[src/rtl/pe_rr_encoder.sv]
// pe_rr_encoder: registered priority encoder with a single-entry valid/ready output stage.
// Define PE_ROUND_ROBIN_EN for rotating priority; otherwise the highest-numbered set bit wins.
module pe_rr_encoder #(
    parameter int WIDTH = 8
) (
    input  logic                     clk,
    input  logic                     rst,
    input  logic                     in_valid,
    input  logic [WIDTH-1:0]         in_req,
    output logic                     in_ready,
    output logic                     out_valid,
    output logic [$clog2(WIDTH)-1:0] out_idx,
    output logic                     out_any,
    input  logic                     out_ready
);
    localparam int IDX_W = $clog2(WIDTH);

    typedef enum logic [0:0] {
        EMPTY = 1'b0,
        FULL  = 1'b1
    } state_t;

    state_t           state_r;
    state_t           state_nxt_s;
    logic [IDX_W-1:0] idx_r;
    logic [IDX_W-1:0] win_s;
    logic             any_r;
    logic             accept_s;
    logic             req_any_s;

    assign in_ready  = (state_r == EMPTY) || out_ready;
    assign accept_s  = in_valid && in_ready;
    assign req_any_s = |in_req;

`ifdef PE_ROUND_ROBIN_EN
    logic [IDX_W-1:0] ptr_r;

    // Walk ptr, ptr-1, ..., 0, WIDTH-1, ..., ptr+1; the earliest set bit in that order wins.
    function automatic logic [IDX_W-1:0] encode_rr(input logic [WIDTH-1:0] req,
                                                   input logic [IDX_W-1:0] ptr);
        logic [IDX_W-1:0] idx;
        logic [IDX_W-1:0] pos;
        int               p;
        idx = '0;
        for (int k = WIDTH - 1; k >= 0; k--) begin
            p   = (int'(ptr) >= k) ? (int'(ptr) - k) : (int'(ptr) + WIDTH - k);
            pos = IDX_W'(p);
            idx = req[pos] ? pos : idx;
        end
        return idx;
    endfunction

    assign win_s = encode_rr(in_req, ptr_r);

    // Pointer parks just below the last winner so that requester drops to lowest priority.
    always_ff @(posedge clk or posedge rst) begin
        if (rst) begin
            ptr_r <= IDX_W'(WIDTH - 1);
        end else if (accept_s && req_any_s) begin
            ptr_r <= (win_s == '0) ? IDX_W'(WIDTH - 1) : (win_s - IDX_W'(1));
        end else begin
            ptr_r <= ptr_r;
        end
    end
`else
    // Highest-numbered set bit wins; an all-zero vector encodes to 0.
    function automatic logic [IDX_W-1:0] encode_fixed(input logic [WIDTH-1:0] req);
        logic [IDX_W-1:0] idx;
        idx = '0;
        for (int i = 0; i < WIDTH; i++) begin
            idx = req[i] ? IDX_W'(i) : idx;
        end
        return idx;
    endfunction

    assign win_s = encode_fixed(in_req);
`endif

    // Next-state: accept always fills; release without accept empties.
    always_comb begin
        state_nxt_s = state_r;
        case (state_r)
            EMPTY: begin
                if (accept_s) begin
                    state_nxt_s = FULL;
                end else begin
                    state_nxt_s = EMPTY;
                end
            end
            FULL: begin
                if (accept_s) begin
                    state_nxt_s = FULL;
                end else if (out_ready) begin
                    state_nxt_s = EMPTY;
                end else begin
                    state_nxt_s = FULL;
                end
            end
            default: begin
                state_nxt_s = EMPTY;
            end
        endcase
    end

    // State and result register; the result is only overwritten on accept.
    always_ff @(posedge clk or posedge rst) begin
        if (rst) begin
            state_r <= EMPTY;
            idx_r   <= '0;
            any_r   <= 1'b0;
        end else begin
            state_r <= state_nxt_s;
            if (accept_s) begin
                idx_r <= win_s;
                any_r <= req_any_s;
            end else begin
                idx_r <= idx_r;
                any_r <= any_r;
            end
        end
    end

    assign out_valid = (state_r == FULL);
    assign out_idx   = idx_r;
    assign out_any   = any_r;
endmodule

[config.mk]
export PLATFORM = sky130hd
export DESIGN_NAME = pe_rr_encoder
export DESIGN_NICKNAME = d
export VERILOG_FILES = /design/src/rtl/pe_rr_encoder.sv
export SDC_FILE = /design/constraint.sdc
export NUM_CORES = 1
export LEC_CHECK = 0
export BUFFER_PORTS_ARGS = -buffer_cell sky130_fd_sc_hd__buf_2
export CORE_AREA = 2 2 39 41
export CTS_BUF_LIST = sky130_fd_sc_hd__clkbuf_4 sky130_fd_sc_hd__clkbuf_8
export DETAILED_ROUTE_END_ITERATION = 8
export DIE_AREA = 0 0 41 43
export PLACE_DENSITY = 0.5
export SYNTH_ARGS = -nofsm -noshare
export SYNTH_HDL_FRONTEND = slang
export SYNTH_SLANG_ARGS = --single-unit
export TNS_END_PERCENT = 50
[constraint.sdc]
create_clock -name clk -period 2.9 [get_ports clk]
set_input_delay 0.29 -clock clk [delete_from_list [all_inputs] [get_ports clk]]
set_output_delay 0.29 -clock clk [all_outputs]
set_load 0.1 [all_outputs]
==> results of run 1 <==
metrics by stage:
stage	util	cells	setup WS (ps)	total power, µW	instance area, µm²
finish	0.2857	64	1290	241.3	395.4
global route	0.2857	64	1196	257.3	395.4
CTS	0.2857	64	1275	246.2	395.4
detailed placement	0.2568	59	1509	155.0	355.3
global placement	0.2568	59	1507	154.8	355.3
floorplan	-	27	1022	136.3	255.2
state kept, by name (all words and copies together), names as in the netlist:
register and cells:
out_any 1, out_valid 1, out_idx 3
layer usage:
layer / share of wire / global-route usage / vias up
met1: 0.46 / 0.09709 / 115
met5: 0 / 0 / -
met3: 0.12 / 0.03141 / 0
li1: - / - / 142
met2: 0.42 / 0.1188 / 16
met4: 0 / 0.08000 / 0
power by group through the flow:
| stage | Sequential [µW] | Clock (µW) | Combinational [µW] |
|---|---|---|---|
| 2_1_floorplan | 116 | 0 | 20.1 |
| 5_1_grt | 78.0 | 97.6 | 81.7 |
| 6_report | 77.5 | 87.0 | 76.8 |
| 3_3_place_gp | 78.6 | 0 | 76.1 |
| 4_1_cts | 77.7 | 91.0 | 77.4 |
| 3_5_place_dp | 78.7 | 0 | 76.3 |
critical path, delay by kind of cell, from the launching register on:
kind / cells / cell delay, ps
buffers and inverters: 1 / 490
and+or+nand+nor: 1 / 230
DFF: 1 / 360
cell families (layout without fill, tap and decap cells):
kind of cell,count (synthesis),in the layout,synth area share
compound gates,9,9,0.2255
simple gates,9,9,0.2206
flops,5,5,0.4902
buf+inv,4,25,0.06370
synth_stat cells:
| cell | number | area share |
|---|---|---|
| buf_2 | 1 | 0.020 |
| inv_1 | 3 | 0.044 |
| and4_1 | 1 | 0.034 |
| o21ai_0 | 1 | 0.020 |
| a221o_1 | 1 | 0.039 |
| nor2_1 | 4 | 0.059 |
| nand2b_4 | 1 | 0.054 |
| dfrtp_1 | 5 | 0.49 |
| nand2b_1 | 2 | 0.049 |
| a21oi_1 | 5 | 0.098 |
| a41oi_1 | 2 | 0.069 |
| nor4_1 | 1 | 0.025 |
how the worst max path moves through the flow:
stage	slack, ps	end
global route	1200	in_ready
detailed placement	1510	in_ready
global placement	1510	in_ready
floorplan	1020	out_any$_DFFE_PP0P_
CTS	1270	in_ready
finish	1290	in_ready
cell type report:
| cell class | instances | share of cell area |
|---|---|---|
| Clock buffer | 4 | 0.07595 |
| Multi-Input combinational cell | 18 | 0.2880 |
| Inverter | 3 | 0.02848 |
| Sequential cell | 5 | 0.3165 |
| Tap cell | 16 | 0.05063 |
| Timing Repair Buffer | 18 | 0.2405 |
what timing repair did:
item	in CTS	in global routing
hold buffers	1	0
endpoints found under the hold margin	5	0
setup buffers	0	0
==> flow_summary_export.csv, run 1 <==
group,metric,value,unit
outcome,status,"completed",
power_and_ir_drop,p_clk_frac,0.361,
die,die_h,43,µm
timing,tightest_slew,484.5,ps
worst_setup_path,r2r_end,"out_any$_DFFE_PP0P_",
timing,drv_slew,0,
routing,post_drt_via_cell_ratio,4.266,
yosys,syn-num-nets,39,
routing,vias,273,
worst_setup_path,critPathKind,"reg2out",
die,die_w,41,µm
cts,cts_buffers,3,
worst_setup_path,critPathRequiredTime,2610,ps
yosys,avgSynthCellArea,9.454,µm²
timing,min_period_over_period,0.5551,
timing,fin_skew,1.128,ps
cts,insertion_delay,240,ps
die,num_rows,14,
layout,fill_cells,161,
power_and_ir_drop,p_sw_frac,0.3664,
yosys,ys_seq_area_frac,0.4902,
layout,finalNetCount,61,
worst_setup_path,endpoint_kind,"output pin",
cts,cts_tree,"built",
yosys,syn_area,255.2,µm²
layout,layout-drive-gt1-share,0.4583,
layout,final_cell_mix,"buf_2 (17), a21oi_1 (5), dfrtp_1 (5)",
power_and_ir_drop,intPower,152.9,µW
grt,antenna_found_initial,0,
routing,first_pass_iters,2,
cts,clockBufferDepth,2,
routing,drtAntennaViolNets,0,
timing,rsz0062_at_grt,"no",
worst_setup_path,r2r_start,"out_valid$_DFF_PP0_",
worst_setup_path,max_stage_delay,490,ps
die,core_area,1384,µm²
power_and_ir_drop,seq_power_share,0.321,
worst_setup_path,critPathLaunch,"out_valid$_DFF_PP0_",
power_and_ir_drop,p_sw,88.43,µW
worst_setup_path,cp_data_arrival_time,1320,ps
layout,layout.area.seq,125.1,µm²
layout,areaGrowthSynthToFinish,54.90,%
worst_setup_path,reg2reg_depth,3,
grt,grt_pass1_wl,1.000,mm
cts,clock_tree.root_cell,"clkbuf_4",
timing,fin_setup_tns,0,ps
worst_hold_path,holdPathEnd,"out_idx[0]$_DFFE_PP0P_",
cts,clk_pin_slew,40,ps
placement,place_congestion,0.6118,
timing,slew_headroom,0.6792,
cts,cts_sinks,5,
cts,htreeDepth,1,
die,design.die.area,1763,µm²
grt,grt_max_degree,10,
layout,antenna_cells,0,
worst_hold_path,hp-start,"in_req[7]",
worst_setup_path,crit_path_start_kind,"register",
worst_hold_path,holdPathStages,3,
die,start_util,0.1844,
worst_setup_path,critPathSlowestCell,"buf_2",
power_and_ir_drop,ir_drop,0.1378,mV
grt,grt_pass1_vias,271,
job,cap_viol_max_count,0,
routing,wl_per_cell,9.797,µm
placement,dpl.hpwl,509.9,µm
yosys,ys_warn_count,0,
yosys,synthCells,27,
power_and_ir_drop,leakage,0.0001859,µW
grt,track_usage,0.08652,
worst_setup_path,worstPathCellList,"nand2b_1 -> buf_2",
timing,fin_crit,1610,ps
power_and_ir_drop,combPwrFrac,0.318,
timing,finalHoldViolCount,0,
timing,fmax,621.2,MHz
yosys,synth.distinct_cells,12,
worst_hold_path,holdCritPathClass,"in2reg",
routing,drtIter0Drc,6,
die,ioPinCount,18,
worst_setup_path,path_max_fanout,9,
worst_setup_path,rrSetupSlack,1840,ps
cts,cts_resized,0,
routing,drc,0,
power_and_ir_drop,power_density,610.4,nW/µm²
layout,final_common_cell,"buf_2",
grt,grt.overflow.total,0,
timing,whs,339.5,ps
timing,finalSetupViolations,0,
placement,io_buffers,17,
yosys,ys_ff_latch,5,
routing,wl,627,µm
layout,multiInputGateArea,113.9,µm²
No activity file was read; power rests on OpenSTA's default activity.
==> run 2: changes to the inputs <==
- clock period: 2.9 -> 1.5 ns (I/O delays scaled with it)
==> run 2 against run 1 <==
Net effect:
- sequential cell count unchanged
- critical endpoint unchanged
- critical path type unchanged
- non-clock buffer count unchanged
- sequential power up 94%
- cell count unchanged
- power up 97%
==> flow_summary_export.csv, run 2 (synthesized netlist as in run 1, its figures left out) <==
group,metric,value,unit
cts,post_cts_buffers,0,
timing,finalSetupViolations,0,
layout,antenna_cells,0,
placement,io_buffers,17,
die,start_util,0.1844,
worst_setup_path,path_max_fanout,9,
placement,place_congestion,0.6315,
power_and_ir_drop,total_power,474.5,µW
timing,fmax,774.2,MHz
routing,vias,259,
power_and_ir_drop,p_sw,172.9,µW
cts,clockBufferDepth,2,
worst_setup_path,crit_path_start_kind,"register",
routing,drtAntennaViolNets,0,
routing,drtIter0Drc,3,
timing,fin_setup_tns,0,ps
timing,tightest_slew,483.9,ps
cts,insertion_delay,240,ps
power_and_ir_drop,combPwrFrac,0.327,
outcome,status,"completed",
cts,clock_tree.root_cell,"clkbuf_4",
grt,grt.overflow.total,0,
routing,wl,592,µm
die,design.die.area,1763,µm²
layout,layout.area.seq,126.4,µm²
worst_setup_path,cp_data_arrival_time,1140,ps
routing,drc,0,
power_and_ir_drop,power_density,1153,nW/µm²
grt,track_usage,0.08551,
worst_hold_path,holdCritPathClass,"in2reg",
grt,grt_pass1_vias,244,
cts,postCtsHoldBufs,1,
timing,finalHoldViolCount,0,
power_and_ir_drop,intPower,301.6,µW
grt,antenna_found_initial,0,
worst_setup_path,critPathSlowestCell,"dfrtp_2",
worst_setup_path,crit_family,"flip-flops",
worst_setup_path,crit_buf_inv,1,
timing,drv_slew,0,
worst_setup_path,critPathRequiredTime,1350,ps
worst_setup_path,endpoint_kind,"output pin",
cts,cts_tree,"built",
power_and_ir_drop,leakage,0.0001916,µW
routing,post_drt_via_cell_ratio,4.047,
die,die_w,41,µm
timing,rsz0062_at_grt,"no",
cts,cts_resized,0,
die,ioPinCount,18,
layout,areaGrowthSynthToFinish,61.27,%
cts,cts_sinks,5,
cts,clk_pin_slew,40,ps
layout,largest_register_ffs,3,
worst_setup_path,critPathKind,"reg2out",
layout,layout-drive-gt1-share,0.4792,
cts,htreeDepth,1,
layout,fill_cells,159,
layout,finalNetCount,61,
cts,cts_buffers,3,
timing,min_period_over_period,0.8611,
timing,fin_crit,1292,ps
worst_setup_path,max_stage_delay,390,ps
grt,grt_max_degree,10,
routing,first_pass_iters,4,
grt,grt_pass1_wl,931,µm
layout,final_common_cell,"buf_2",
timing,slew_headroom,0.6796,
job,cap_viol_max_count,0,
power_and_ir_drop,p_clk_frac,0.357,
power_and_ir_drop,p_sw_frac,0.3644,
layout,final_cell_mix,"buf_2 (16), a21oi_1 (5), nor2_1 (4), clkbuf_4 (4), dfrtp_1 (4)",
power_and_ir_drop,ir_drop,0.2346,mV
die,core_area,1384,µm²
layout,multiInputGateArea,113.9,µm²
power_and_ir_drop,seq_power_share,0.316,
worst_setup_path,worstPathCellList,"nand2b_1 -> buf_12",
die,num_rows,14,
routing,wl_per_cell,9.250,µm
die,die_h,43,µm
timing,fin_skew,0.2085,ps
## run 2: final cells by class
class,count,area share
timing repair buffer,18,0.2675
inverter,3,0.02736
tap,16,0.04863
multi-input combinational,18,0.2766
sequential,5,0.3070
clock buffer,4,0.07295
## run 2: power by group through the flow
stage          Clock, µW  Sequential, µW  Combinational (µW)
2_1_floorplan          0             225                40.1
3_3_place_gp           0             152                 154
3_5_place_dp           0             152                 154
4_1_cts              181             150                 157
5_1_grt              184             151                 165
6_report             169             150                 155
## run 2: metal layers
layer,vias to the layer above,GRT usage,part of all wire
li1,138,-,-
met2,12,0.09688,0.47
met1,109,0.1068,0.45
met5,-,0,0
met4,0,0.1200,0
met3,0,0.01571,0.083
## run 2: final timing paths
kind | cells after the start | slack [ps] | from | endpoint
min in group asynchronous | 3 | 350 | rst | out_idx[0]$_DFFE_PP0P_
worst min register to register | 2 | 490 | out_idx[2]$_DFFE_PP0P_ | out_idx[2]$_DFFE_PP0P_
worst min-delay path | 3 | 200 | in_req[7] | out_idx[0]$_DFFE_PP0P_
worst max register to register | 3 | 360 | out_valid$_DFF_PP0_ | out_any$_DFFE_PP0P_
worst max-delay path | 2 | 210 | out_valid$_DFF_PP0_ | in_ready
max in group asynchronous | 3 | 970 | rst | out_valid$_DFF_PP0_
## run 2: tightest hold or removal path: cells and delay by family
family	cells	cell delay [ps]
AOI/OAI and AO/OA	1	90
buffers and inverters	2	150
## run 2: per-stage QoR
| step | util | cells | hold slack, ps | setup slack, ps | instance area [µm²] |
|---|---|---|---|---|---|
| 2_1_floorplan | - | 27 | -71.55 | 6.554 | 259.0 |
| 3_3_place_gp | 0.2685 | 59 | 54.21 | 390.5 | 371.6 |
| 3_5_place_dp | 0.2685 | 59 | 54.56 | 360.0 | 371.6 |
| 4_1_cts | 0.2975 | 64 | 188.8 | 186.9 | 411.6 |
| 5_1_grt | 0.2975 | 64 | 229.1 | 125.9 | 411.6 |
| 6_report | 0.2975 | 64 | 197.5 | 208.4 | 411.6 |
